<file path="config.mk">
export PLATFORM = sky130hd
export DESIGN_NAME = seq_player
export DESIGN_NICKNAME = d
export VERILOG_FILES = /design/src/rtl/seq_player.sv
export SDC_FILE = /design/constraint.sdc
export NUM_CORES = 1
export LEC_CHECK = 0
export CAP_MARGIN = 20
export CORE_MARGIN = 10
export CORE_UTILIZATION = 50
export DETAILED_ROUTE_END_ITERATION = 10
export PLACE_DENSITY = 0.75
export SETUP_SLACK_MARGIN = 0.15
export SYNTH_ARGS = -nofsm -noshare
export SYNTH_HDL_FRONTEND = slang
export SYNTH_SLANG_ARGS = --single-unit
</file>
<file path="constraint.sdc">
create_clock -name clock -period 2.2 [get_ports clock]
set_input_delay 0.33 -clock clock [delete_from_list [all_inputs] [get_ports clock]]
set_output_delay 0.33 -clock clock [all_outputs]
set_load 0.03 [all_outputs]
</file>
<file path="src/rtl/seq_player.sv">
// Sequence player: reads len entries from the 2-bit sequence memory and shows
// each colour on a one-hot LED bus for ON_CYCLES, dark for OFF_CYCLES, then pulses done.
module seq_player #(
  parameter int unsigned MAX_LEN    = 10,
  parameter int unsigned ON_CYCLES  = 25,
  parameter int unsigned OFF_CYCLES = 10
) (
  input  logic       clock,
  input  logic       reset,
  input  logic       start,
  input  logic [3:0] len,
  input  logic [1:0] mem_data,
  output logic [3:0] mem_addr,
  output logic       mem_rw,
  output logic [3:0] led,
  output logic       busy,
  output logic       done
);

  localparam int unsigned T_MAX = (ON_CYCLES > OFF_CYCLES) ? ON_CYCLES : OFF_CYCLES;
  localparam int unsigned TW    = $clog2(T_MAX + 1);
  localparam logic [TW-1:0] ON_LD  = TW'(ON_CYCLES);
  localparam logic [TW-1:0] OFF_LD = TW'(OFF_CYCLES);
  localparam logic [3:0]    MAX_N  = 4'(MAX_LEN);

  typedef enum logic [2:0] {
    S_IDLE,
    S_FETCH,
    S_WAIT,
    S_SHOW,
    S_GAP,
    S_DONE
  } state_t;

  state_t        r_state;
  state_t        w_state_nxt;
  logic [3:0]    r_n;
  logic [3:0]    r_idx;
  logic [3:0]    r_addr;
  logic [1:0]    r_colour;
  logic [TW-1:0] r_timer;
  logic [3:0]    w_len_clamp;
  logic          w_timer_last;
  logic          w_last_entry;

  always_ff @(posedge clock or posedge reset) begin
    if (reset) r_state <= S_IDLE;
    else       r_state <= w_state_nxt;
  end

  always_comb begin
    w_state_nxt  = r_state;
    w_len_clamp  = (len > MAX_N) ? MAX_N : len;
    w_timer_last = (r_timer == TW'(1));
    w_last_entry = (r_idx == (r_n - 4'd1));
    led          = '0;
    busy         = 1'b1;
    done         = 1'b0;
    mem_rw       = 1'b0;
    mem_addr     = r_addr;
    case (r_state)
      S_IDLE: begin
        busy = 1'b0;
        if (start) w_state_nxt = (w_len_clamp == '0) ? S_DONE : S_FETCH;
      end
      S_FETCH: w_state_nxt = S_WAIT;
      S_WAIT:  w_state_nxt = S_SHOW;
      S_SHOW: begin
        led = 4'b0001 << r_colour;
        if (w_timer_last) w_state_nxt = S_GAP;
      end
      S_GAP: begin
        if (w_timer_last) w_state_nxt = w_last_entry ? S_DONE : S_FETCH;
      end
      S_DONE: begin
        done        = 1'b1;
        w_state_nxt = S_IDLE;
      end
      default: w_state_nxt = S_IDLE;
    endcase
  end

  // Address is advanced on the way into FETCH so it is already stable while
  // the memory samples it; it then holds until the next entry.
  always_ff @(posedge clock or posedge reset) begin
    if (reset) begin
      r_n      <= '0;
      r_idx    <= '0;
      r_addr   <= '0;
      r_colour <= '0;
      r_timer  <= '0;
    end else begin
      case (r_state)
        S_IDLE: begin
          if (start) begin
            r_n    <= w_len_clamp;
            r_idx  <= '0;
            r_addr <= '0;
          end
        end
        S_WAIT: begin
          r_colour <= mem_data;
          r_timer  <= ON_LD;
        end
        S_SHOW: begin
          if (w_timer_last) r_timer <= OFF_LD;
          else              r_timer <= r_timer - TW'(1);
        end
        S_GAP: begin
          if (w_timer_last) begin
            if (!w_last_entry) begin
              r_idx  <= r_idx + 4'd1;
              r_addr <= r_idx + 4'd1;
            end
          end else begin
            r_timer <= r_timer - TW'(1);
          end
        end
        S_DONE: r_addr <= '0;
        default: ;
      endcase
    end
  end

endmodule

</file>
==> results of run 1 <==
==> cell type report <==
class                      instances  area, um2
fill                             229        937
sequential                        22        551
multi-input combinational        108        727
clock buffer                       3       22.5
inverter                           6       22.5
tap                               30       37.5
timing repair buffer              26        225
==> per-layer routing <==
layer  part of all wire (%)  global-route usage, %  vias to the layer above
li1                       -                      -                      563
met1                     45                   14.1                      548
met2                     49                   19.7                       23
met3                    5.9                   4.08                        2
met4                   0.44                   3.66                        0
met5                      0                      0                        -
==> power by group through the flow <==
stage / sequential (mW) / clock (mW) / combinational (mW)
global placement: 0.677 / 0 / 0.872
finish: 0.679 / 0.181 / 0.858
floorplan: 0.639 / 0 / 0.694
detailed placement: 0.683 / 0 / 0.910
CTS: 0.676 / 0.187 / 0.874
global route: 0.699 / 0.205 / 0.957
==> critical path, stage by stage, from the launching register on <==
cell and delay [ns]:
dfrtp_1 0.41, buf_4 0.18, or3_1 0.36, dlygate4sd2_1 0.37
==> metrics by stage <==
stage | setup slack (ns) | area (um2) | std cells | hold slack [ns] | utilization (%)
after floorplan | 0.194 | 1350 | 145 | 0.319 | -
after global placement | 0.336 | 1580 | 192 | 0.476 | 62.5
after detailed placement | 0.239 | 1580 | 192 | 0.483 | 62.5
after CTS | 0.152 | 1590 | 195 | 0.357 | 63.2
after global routing | 0.188 | 1590 | 195 | 0.367 | 62.8
final | 0.248 | 1590 | 195 | 0.347 | 62.8
==> worst max-delay path by stage <==
stage / from / endpoint / slack (ns) / cells after the start
after global placement: r_n[0] / r_idx[0] / 0.34 / 7
after floorplan: r_state[1] / led[0] / 0.19 / 3
after global routing: r_state[1] / r_timer[4] / 0.19 / 5
final: r_state[0] / busy / 0.25 / 3
after CTS: r_state[1] / done / 0.15 / 2
after detailed placement: r_state[1] / led[2] / 0.24 / 5
==> kinds of logic (layout without fill, tap and decap cells) <==
logic type      Yosys count  after routing  synth area share, %
simple gates             56             56                 20.9
compound gates           34             34                 19.6
flops                    22             22                 40.8
buf+inv                  15             35                 5.37
xor+xnor                  8              8                 5.19
mux                       5              5                 4.17
fa+ha+maj                 4              4                 3.71
other cells               1              1                0.278
==> timing repair <==
| item | 4_1_cts | 5_1_grt |
|---|---|---|
| gates cloned | 0 | 0 |
| endpoints found under the setup margin | 5 | 4 |
| endpoints found under the hold margin | 0 | 0 |
| gates resized for setup | 5 | 7 |
==> flip-flops by register name (all words and copies together), names as in the netlist <==
register / cells
r_colour: 2
r_state: 3
mem_addr: 4
r_idx: 4
r_timer: 5
r_n: 4
==> synthesized netlist by cell type (all sizes together), types with 2 or more instances <==
| master | number |
|---|---|
| a32o | 3 |
| a41oi | 2 |
| a311oi | 2 |
| xor2 | 6 |
| xnor2 | 2 |
| buf | 4 |
| a211o | 2 |
| a31oi | 2 |
| nand3b | 2 |
| mux2 | 5 |
| a21oi | 5 |
| inv | 6 |
| nand2 | 10 |
| nor2 | 17 |
| o22ai | 2 |
| a22o | 2 |
| nand3 | 6 |
| dfrtp | 22 |
| ha | 4 |
| o21bai | 3 |
| nand2b | 3 |
| nor3 | 8 |
| clkbuf | 5 |
| o21ai | 6 |
==> results.md, run 1 <==
- Commonest non-fill, non-tap cell in the layout: dfrtp_1
- Synth-to-layout area growth: 17.4%
- CTS max path bufs: 2
- Global route total overflow: 0
- Gpl congestion: around 0.9
- Reg clk slew, reported paths: between 0.1 and 0.15 ns
- Synth Flop Type: dfrtp_1
- Hold Buf Count CTS: 0
- Total CTS buffers: 3
- F_max: 512 MHz
- Cell Int Power: 0.965 mW
- Fin crit share: roughly nine tenths
- Crit Path Category: flip-flop to output pin
- Clk sink count: 22
- Post-CTS Setup Inserts: 0
- Die X: 72.0 um
- Startpoint Class: flip-flop
- Post-synthesis sequential area ratio: 40.8%
- Routed Antenna Nets: 0
- Switching power: 0.752 mW
- Worst flop-to-flop path endpoint: r_timer[4]
- Sum of negative setup slack: 0 ns
- Initial DRT Pass Iterations: 4
- FFs w/ async S/R, synth: 100%
- Post-synth EDFFs: 0
- Switching share of power: 43.8%
- PwrDens: 1080 nW/um2
- Commonest non-fill, non-tap cells in the layout: dfrtp_1 (22), nor2_1 (17), clkdlybuf4s50_1 (12)
- Drc violations: 0
- WL/cell: approximately 15 um
- Netlist cell types: 44
- Largest net degree at the start of global routing: 23
- Syn nets: 158
- Status: finished clean
- Max Clock Skew: 0.00673 ns
- Worst path required time: between 1.5 and 2 ns
- Sequential Power Share: about 40%
- Root buf cell: clkbuf_4
- Top cells by area, synth: dfrtp_1 (41%), nor2_1 (4.7%), mux2_2 (4.2%)
- Synth warnings: 0
- Initial Utilization: 53.5%
- Antenna diodes: 0
- Max-slew violations: 0
- Critical path fanouts, max: 11
- Total Power: 1.72 mW
- Final setup viols: 0
- Critical Path AT: approximately 1.6 ns
- Global-route wire length before repair: 5.15 mm
- Final hold vios: 0
- Largest area contributor in the netlist: dfrtp_1
- Reg-to-reg critical path startpoint: r_state[1]
- Crit. End Element: output pin
- Core Area: 2520 um2
- Logic gate share of total power: 49.9%
- HPWL after DPL: 2.27 mm
- Leak pwr: 0.726 nW
- Count of input and output buffers: 18
- Mean Syn Cell Area: roughly 9.3 um2
- H-Tree Depth: 1
- Die area: between 5000 and 6000 um2
- Clock Power Share: around a tenth
- Path type of the worst min-delay path: input pin to async pin
- RSZ-0062 raised after global routing: no
- Post-layout minimum cycle time: 1.95 ns
- Drt total wl: roughly 3.0 mm
- Reg2Reg Depth: 5
- Gr usage total: about an eighth
- Worst-skew pair later-pin latency: approximately 0.30 ns
- Post-synthesis cell area: 1350 um2
- Yosys reg bits: 22
- Maximum VDD drop: 0.766 mV
- Initial antenna violation count: 0
- # rows: 18
- R2R Setup Slk: 0.27 ns
- Via density: slightly below 6
- DR iter-0 viols: 96
- Fin nets: 180
- Cell count after synthesis: 145
- Die Y: 72.0 um
- I/O Pins: 20
- Max Cap Violations: 0
- Fraction of layout cells with a size suffix above 1: 13.3%
- Vias in the first global route: about 1100
- Slew @ Worst Pin: 0.491 ns
- Vias: 1136
- Slew HR: 66.8%
- Area fraction of the dominant cell type after synthesis: roughly 41%
- CTS tree: built
No activity file was read; power rests on OpenSTA's default activity.
==> inputs of run 2 (changes only) <==
--- a/config.mk
+++ b/config.mk
@@ -8,6 +8,7 @@
 export CAP_MARGIN = 20
 export CORE_MARGIN = 10
 export CORE_UTILIZATION = 50
+export CTS_BUF_LIST = sky130_fd_sc_hd__clkbuf_8
 export DETAILED_ROUTE_END_ITERATION = 10
 export PLACE_DENSITY = 0.75
 export SETUP_SLACK_MARGIN = 0.15
==> results.md, run 2 (same netlist as run 1, synthesis figures left out) <==
- Drt total wl: 2.95 mm (-0.74%)
- Routed Antenna Nets: 0 (unchanged)
- Synth-to-layout area growth: 18.6%
- Max-slew violations: 0 (unchanged)
- Max Clock Skew: 0.00271 ns (-0.00402 ns)
- Die X: 72.0 um (unchanged)
- Reg clk slew, reported paths: 0.08 ns (-0.04 ns)
- I/O Pins: 20 (unchanged)
- Antenna diodes: 0 (unchanged)
- Initial antenna violation count: 0 (unchanged)
- CTS tree: built
- PwrDens: 1120 nW/um2 (+3.0%)
- Max Cap Violations: 0 (unchanged)
- CP startpoint: r_state[0]
- Core Area: 2520 um2 (unchanged)
- Vias: 1131 (-0.44%)
- Post-CTS Setup Inserts: 0 (unchanged)
- Largest register FFs: 5 (unchanged)
- Path type of the worst min-delay path: input pin to async pin
- Commonest non-fill, non-tap cells in the layout: dfrtp_1 (22), nor2_1 (17), clkdlybuf4s50_1 (13)
- Crit Path Category: flip-flop to output pin
- Fill cells: 227 (-0.87%)
- Fin crit share: 90.3% (+1.5 points)
- CP top delay family: buffers and inverters
- CP max stage cell: clkdlybuf4s50_1
- DR iter-0 viols: 87 (-9.4%)
- Total Power: 1.79 mW (+4.1%)
- Die area: 5180 um2 (unchanged)
- Initial DRT Pass Iterations: 4 (unchanged)
- Final hold vios: 0 (unchanged)
- Gr usage total: 11.8% (-0.056 points)
- R2R Setup Slk: 0.28 ns (about the same)
- # rows: 18 (unchanged)
- Levels on crit path: 3 (unchanged)
- Final setup viols: 0 (unchanged)
- Critical Path AT: 1.66 ns (+0.04 ns)
- Crit-path cells: buf_4, and3b_1, clkdlybuf4s50_1
- Critical path fanouts, max: 11 (unchanged)
- Maximum VDD drop: 0.769 mV (+0.45%)
- Largest net degree at the start of global routing: 23 (unchanged)
- CTS max path bufs: 2 (unchanged)
- Sum of negative setup slack: 0 ns (unchanged)
- Global route total overflow: 0 (unchanged)
- Via density: 5.80 (-0.44%)
- F_max: 504 MHz (-1.7%)
- Gpl congestion: 0.898 (unchanged)
- H-Tree Depth: 1 (unchanged)
- Crit. End Element: output pin
- HPWL after DPL: 2.27 mm (unchanged)
- Fraction of layout cells with a size suffix above 1: 13.3% (unchanged)
- Status: finished clean
- Post-layout minimum cycle time: 1.99 ns (+0.0331 ns)
- RSZ-0062 raised after global routing: no
- Vias in the first global route: 1135 (+0.44%)
- Worst Setup EP: done
- Reg2Reg Depth: 5 (unchanged)
- Die Y: 72.0 um (unchanged)
- Reg-to-reg critical path startpoint: r_state[1]
- WL/cell: 15.1 um (-0.74%)
- Count of input and output buffers: 18 (unchanged)
- Total CTS buffers: 3 (unchanged)
- WP buf/inv: 2 (unchanged)
- Slew @ Worst Pin: 0.509 ns (+0.0187 ns)
- Peak per-stage delay on the critical path: 0.67 ns (+0.26 ns)
- Worst path required time: 1.87 ns (about the same)
- Initial Utilization: 53.5% (unchanged)
- Startpoint Class: flip-flop
- Commonest non-fill, non-tap cell in the layout: dfrtp_1
- Global-route wire length before repair: 5.13 mm (-0.54%)
- Worst-skew pair later-pin latency: 0.26 ns (-0.04 ns)
- Worst flop-to-flop path endpoint: r_timer[4]
- Clk sink count: 22 (unchanged)
- Most flops, register: r_timer
- Root buf cell: clkbuf_8
- Slew HR: 65.6% (-1.3 points)
- Fin nets: 180 (unchanged)
- Leak pwr: 0.715 nW (-1.5%)
- Drc violations: 0 (unchanged)
==> run 2: cell types whose count changed in the layout (fill, tap and decap cells not counted), sizes merged <==
cell,previous run,this run
dlymetal6s2s,1,0
clkdlybuf4s50,12,13
==> run 2: per-layer routing <==
metal	up-vias	global-route usage [%]	part of all wire (%)
met4	0	5.16	1.1
met1	547	13.7	45
met5	-	0	0
met3	4	4.35	5.7
li1	559	-	-
met2	21	19.0	49
==> run 2: through the flow <==
| step | utilization, % | std cells | area, um2 | hold WS [ns] | worst slack (ns) |
|---|---|---|---|---|---|
| finish | 63.5 | 195 | 1600 | 0.400 | 0.214 |
| global route | 63.5 | 195 | 1600 | 0.432 | 0.152 |
| CTS | 63.9 | 195 | 1610 | 0.415 | 0.214 |
| detailed placement | 62.5 | 192 | 1580 | 0.483 | 0.239 |
| global placement | 62.5 | 192 | 1580 | 0.476 | 0.336 |
| floorplan | - | 145 | 1350 | 0.319 | 0.194 |
==> run 2: report_power, final <==
group	internal (mW)	total, mW	switching [mW]
sequential	0.535	0.680	0.144
clock	0.122	0.250	0.128
combinational	0.367	0.857	0.491
total	1.02	1.79	0.763
==> run 2: worst register-to-register path, stage by stage (launching register included) <==
cell and delay (ns):
dfrtp_1 0.46, buf_4 0.20, or3b_1 0.51, nand2_1 0.21, nand3_1 0.13, a211o_1 0.30
==> run 2: final cells by class <==
type	instances	area (um2)	area share, %
Clock buffer	3	41.3	2.58
Inverter	6	22.5	1.41
Multi-Input combinational cell	108	727	45.4
Sequential cell	22	551	34.4
Tap cell	30	37.5	2.34
Timing Repair Buffer	26	223	13.9
==> run 2: worst min-delay path by stage <==
stage                 from           to  slack, ns  cells past startpoint
2_1_floorplan        reset  mem_addr[0]       0.32                      1
3_5_place_dp   mem_addr[0]  mem_addr[0]       0.48                      1
3_3_place_gp   mem_addr[2]  mem_addr[2]       0.48                      1
6_report             reset   r_state[0]       0.40                      3
5_1_grt              reset  r_colour[1]       0.43                      3
4_1_cts              reset   r_timer[0]       0.41                      3
==> run 2: timing repair <==
item | in CTS | in global routing
hold buffers | 0 | 0
resized for setup | 5 | 6
endpoints found under the hold margin | 0 | 0
setup endpoints to repair | 5 | 3
==> inputs of run 3 (changes only) <==
--- a/config.mk
+++ b/config.mk
@@ -12,6 +12,7 @@
 export DETAILED_ROUTE_END_ITERATION = 10
 export PLACE_DENSITY = 0.75
 export SETUP_SLACK_MARGIN = 0.15
+export SLEW_MARGIN = 25
 export SYNTH_ARGS = -nofsm -noshare
 export SYNTH_HDL_FRONTEND = slang
 export SYNTH_SLANG_ARGS = --single-unit
==> constraint.sdc (replaced) <==
create_clock -name clock -period 2 [get_ports clock]
set_input_delay 0.3 -clock clock [delete_from_list [all_inputs] [get_ports clock]]
set_output_delay 0.3 -clock clock [all_outputs]
set_load 0.03 [all_outputs]
==> results.md, run 3 (same netlist as run 1, synthesis figures left out) <==
- Sum of negative setup slack: 0 ns (unchanged)
- Final worst slack: 0.158 ns (-0.0566 ns)
- Gpl congestion: 0.849 (-5.5%)
- Total CTS buffers: 3 (unchanged)
- HPWL after DPL: 2.41 mm (+5.9%)
- Most flops, register: r_timer
- R2R Setup Slk: 0.16 ns (-0.12 ns)
- H-Tree Depth: 1 (unchanged)
- Critical Path AT: 1.99 ns (+0.33 ns)
- RSZ-0062 raised after global routing: yes
- Reg clk slew, reported paths: 0.08 ns (about the same)
- Worst path required time: 2.14 ns (+0.27 ns)
- # rows: 18 (unchanged)
- Die area: 5180 um2 (unchanged)
- I/O Pins: 20 (unchanged)
- Final hold vios: 0 (unchanged)
- Root buf cell: clkbuf_8
- Commonest non-fill, non-tap cell in the layout: dfrtp_1
- Post-layout minimum cycle time: 1.84 ns
- Maximum VDD drop: 1.18 mV (+53%)
- Crit Path Category: flip-flop to flip-flop
- Non-Filler Instances: 200 (+2.6%)
- Worst-skew pair later-pin latency: 0.26 ns (about the same)
- Path type of the worst min-delay path: input pin to async pin
- Core Area: 2520 um2 (unchanged)
- Count of input and output buffers: 18 (unchanged)
- Commonest non-fill, non-tap cells in the layout: dfrtp_1 (20), nor2_1 (17), buf_4 (16)
- Vias: 1177 (+4.1%)
- Antenna diodes: 0 (unchanged)
- Drc violations: 0 (unchanged)
- Peak per-stage delay on the critical path: 0.41 ns (-0.26 ns)
- Reg-to-reg critical path startpoint: r_n[1]
- Max Cap Violations: 0 (unchanged)
- Drt total wl: 3.24 mm (+9.9%)
- Startpoint Class: flip-flop
- WL/cell: 16.2 um (+7.1%)
- Finished Core Util: 67.1% (+3.6 points)
- Routed Antenna Nets: 0 (unchanged)
- Gr usage total: 12.2% (+0.38 points)
- Status: finished clean
- Synth-to-layout area growth: 25.3%
- Hold Buf Count CTS: 0 (unchanged)
- DR iter-0 viols: 101 (+16%)
- Die X: 72.0 um (unchanged)
- Fin crit share: 92.1%
- Initial antenna violation count: 0 (unchanged)
- Leak pwr: 0.755 nW (+5.6%)
- Initial DRT Pass Iterations: 4 (unchanged)
- CP startpoint: r_n[1]
- CP max stage cell: dfrtp_1
- Vias in the first global route: 1157 (+1.9%)
- Fraction of layout cells with a size suffix above 1: 21.2% (+7.8 points)
- Max-slew violations: 0 (unchanged)
- Fin nets: 185 (+2.8%)
- Initial Utilization: 53.5% (unchanged)
- Critical path fanouts, max: 7 (-4)
- Worst flop-to-flop path endpoint: r_idx[1]
- Largest net degree at the start of global routing: 23 (unchanged)
- Global-route wire length before repair: 5.28 mm (+3.0%)
- Clk sink count: 22 (unchanged)
- Crit. End Element: flip-flop
- Largest register FFs: 5 (unchanged)
- CTS tree: built
- Placed insts: 193 (+0.52%)
- PwrDens: 1250 nW/um2 (+12%)
- Total Power: 2.11 mW (+18%)
- Crit-path cells: inv_2, ha_4, xor2_2, xnor2_2, a41oi_4, buf_4, o21bai_1, a32o_1
- Worst slack, placed: 0.0643 ns (-0.174 ns)
- CTS max path bufs: 2 (unchanged)
- Reg2Reg Depth: 8 (+3)
- Global route total overflow: 0 (unchanged)
- Max Clock Skew: 0.00498 ns (+0.00227 ns)
- Final setup viols: 0 (unchanged)
- F_max: 543 MHz
- Die Y: 72.0 um (unchanged)
- Via density: 5.89 (+1.5%)
- Worst Setup EP: r_idx[1]
[run 3: cell count changes in the layout (fill, tap and decap cells not counted), sizes merged]
cell           change
buf                +8
clkdlybuf4s50      -1
clkbuf             -3
dlygate4sd1        +1
[run 3: repair_timing]
action | CTS | global route
setup endpoints to repair | 6 | 11
buffers inserted | 1 | 3
pin swaps | 1 | 3
gates resized for setup | 4 | 11
[run 3: worst min path at each step]
stage,start,endpoint,slack [ns],depth (start not counted)
after detailed placement,mem_addr[2],mem_addr[2],0.49,1
after global routing,reset,r_state[2],0.41,3
after floorplan,reset,mem_addr[0],0.29,1
after CTS,reset,r_timer[1],0.39,3
after global placement,mem_addr[2],mem_addr[2],0.48,1
final,reset,r_idx[3],0.38,3
[run 3: cell type report]
class | count | area [um2]
sequential | 22 | 553
clock buffer | 3 | 41.3
tap | 30 | 37.5
inverter | 6 | 22.5
timing repair buffer | 31 | 267
fill | 197 | 831
multi-input combinational | 108 | 771
[run 3: through the flow]
stage | hold WS, ns | area, um2
5_1_grt | 0.405 | 1690
3_5_place_dp | 0.486 | 1580
3_3_place_gp | 0.480 | 1580
2_1_floorplan | 0.289 | 1360
6_report | 0.380 | 1690
4_1_cts | 0.388 | 1630
[run 3: worst max-delay path, delay by kind of cell (launching register included)]
kind | cells | cell delay [ns]
AO/OA/AOI/OAI | 3 | 0.60
flip-flops | 1 | 0.41
XOR/XNOR | 2 | 0.31
buffers and inverters | 2 | 0.28
adder cells (fa/ha/maj) | 1 | 0.14
[run 3: routing by layer]
metal	up-vias	track usage, %	routed length, um
li1	571	-	-
met1	567	13.8	1390
met2	37	21.4	1620
met3	2	3.95	213
met4	0	3.44	12
met5	-	0	0
[run 3: report_power, final]
| part | internal, mW | switching [mW] | total, mW |
|---|---|---|---|
| Clock | 0.134 | 0.133 | 0.268 |
| Sequential | 0.592 | 0.200 | 0.792 |
| Combinational | 0.489 | 0.558 | 1.05 |
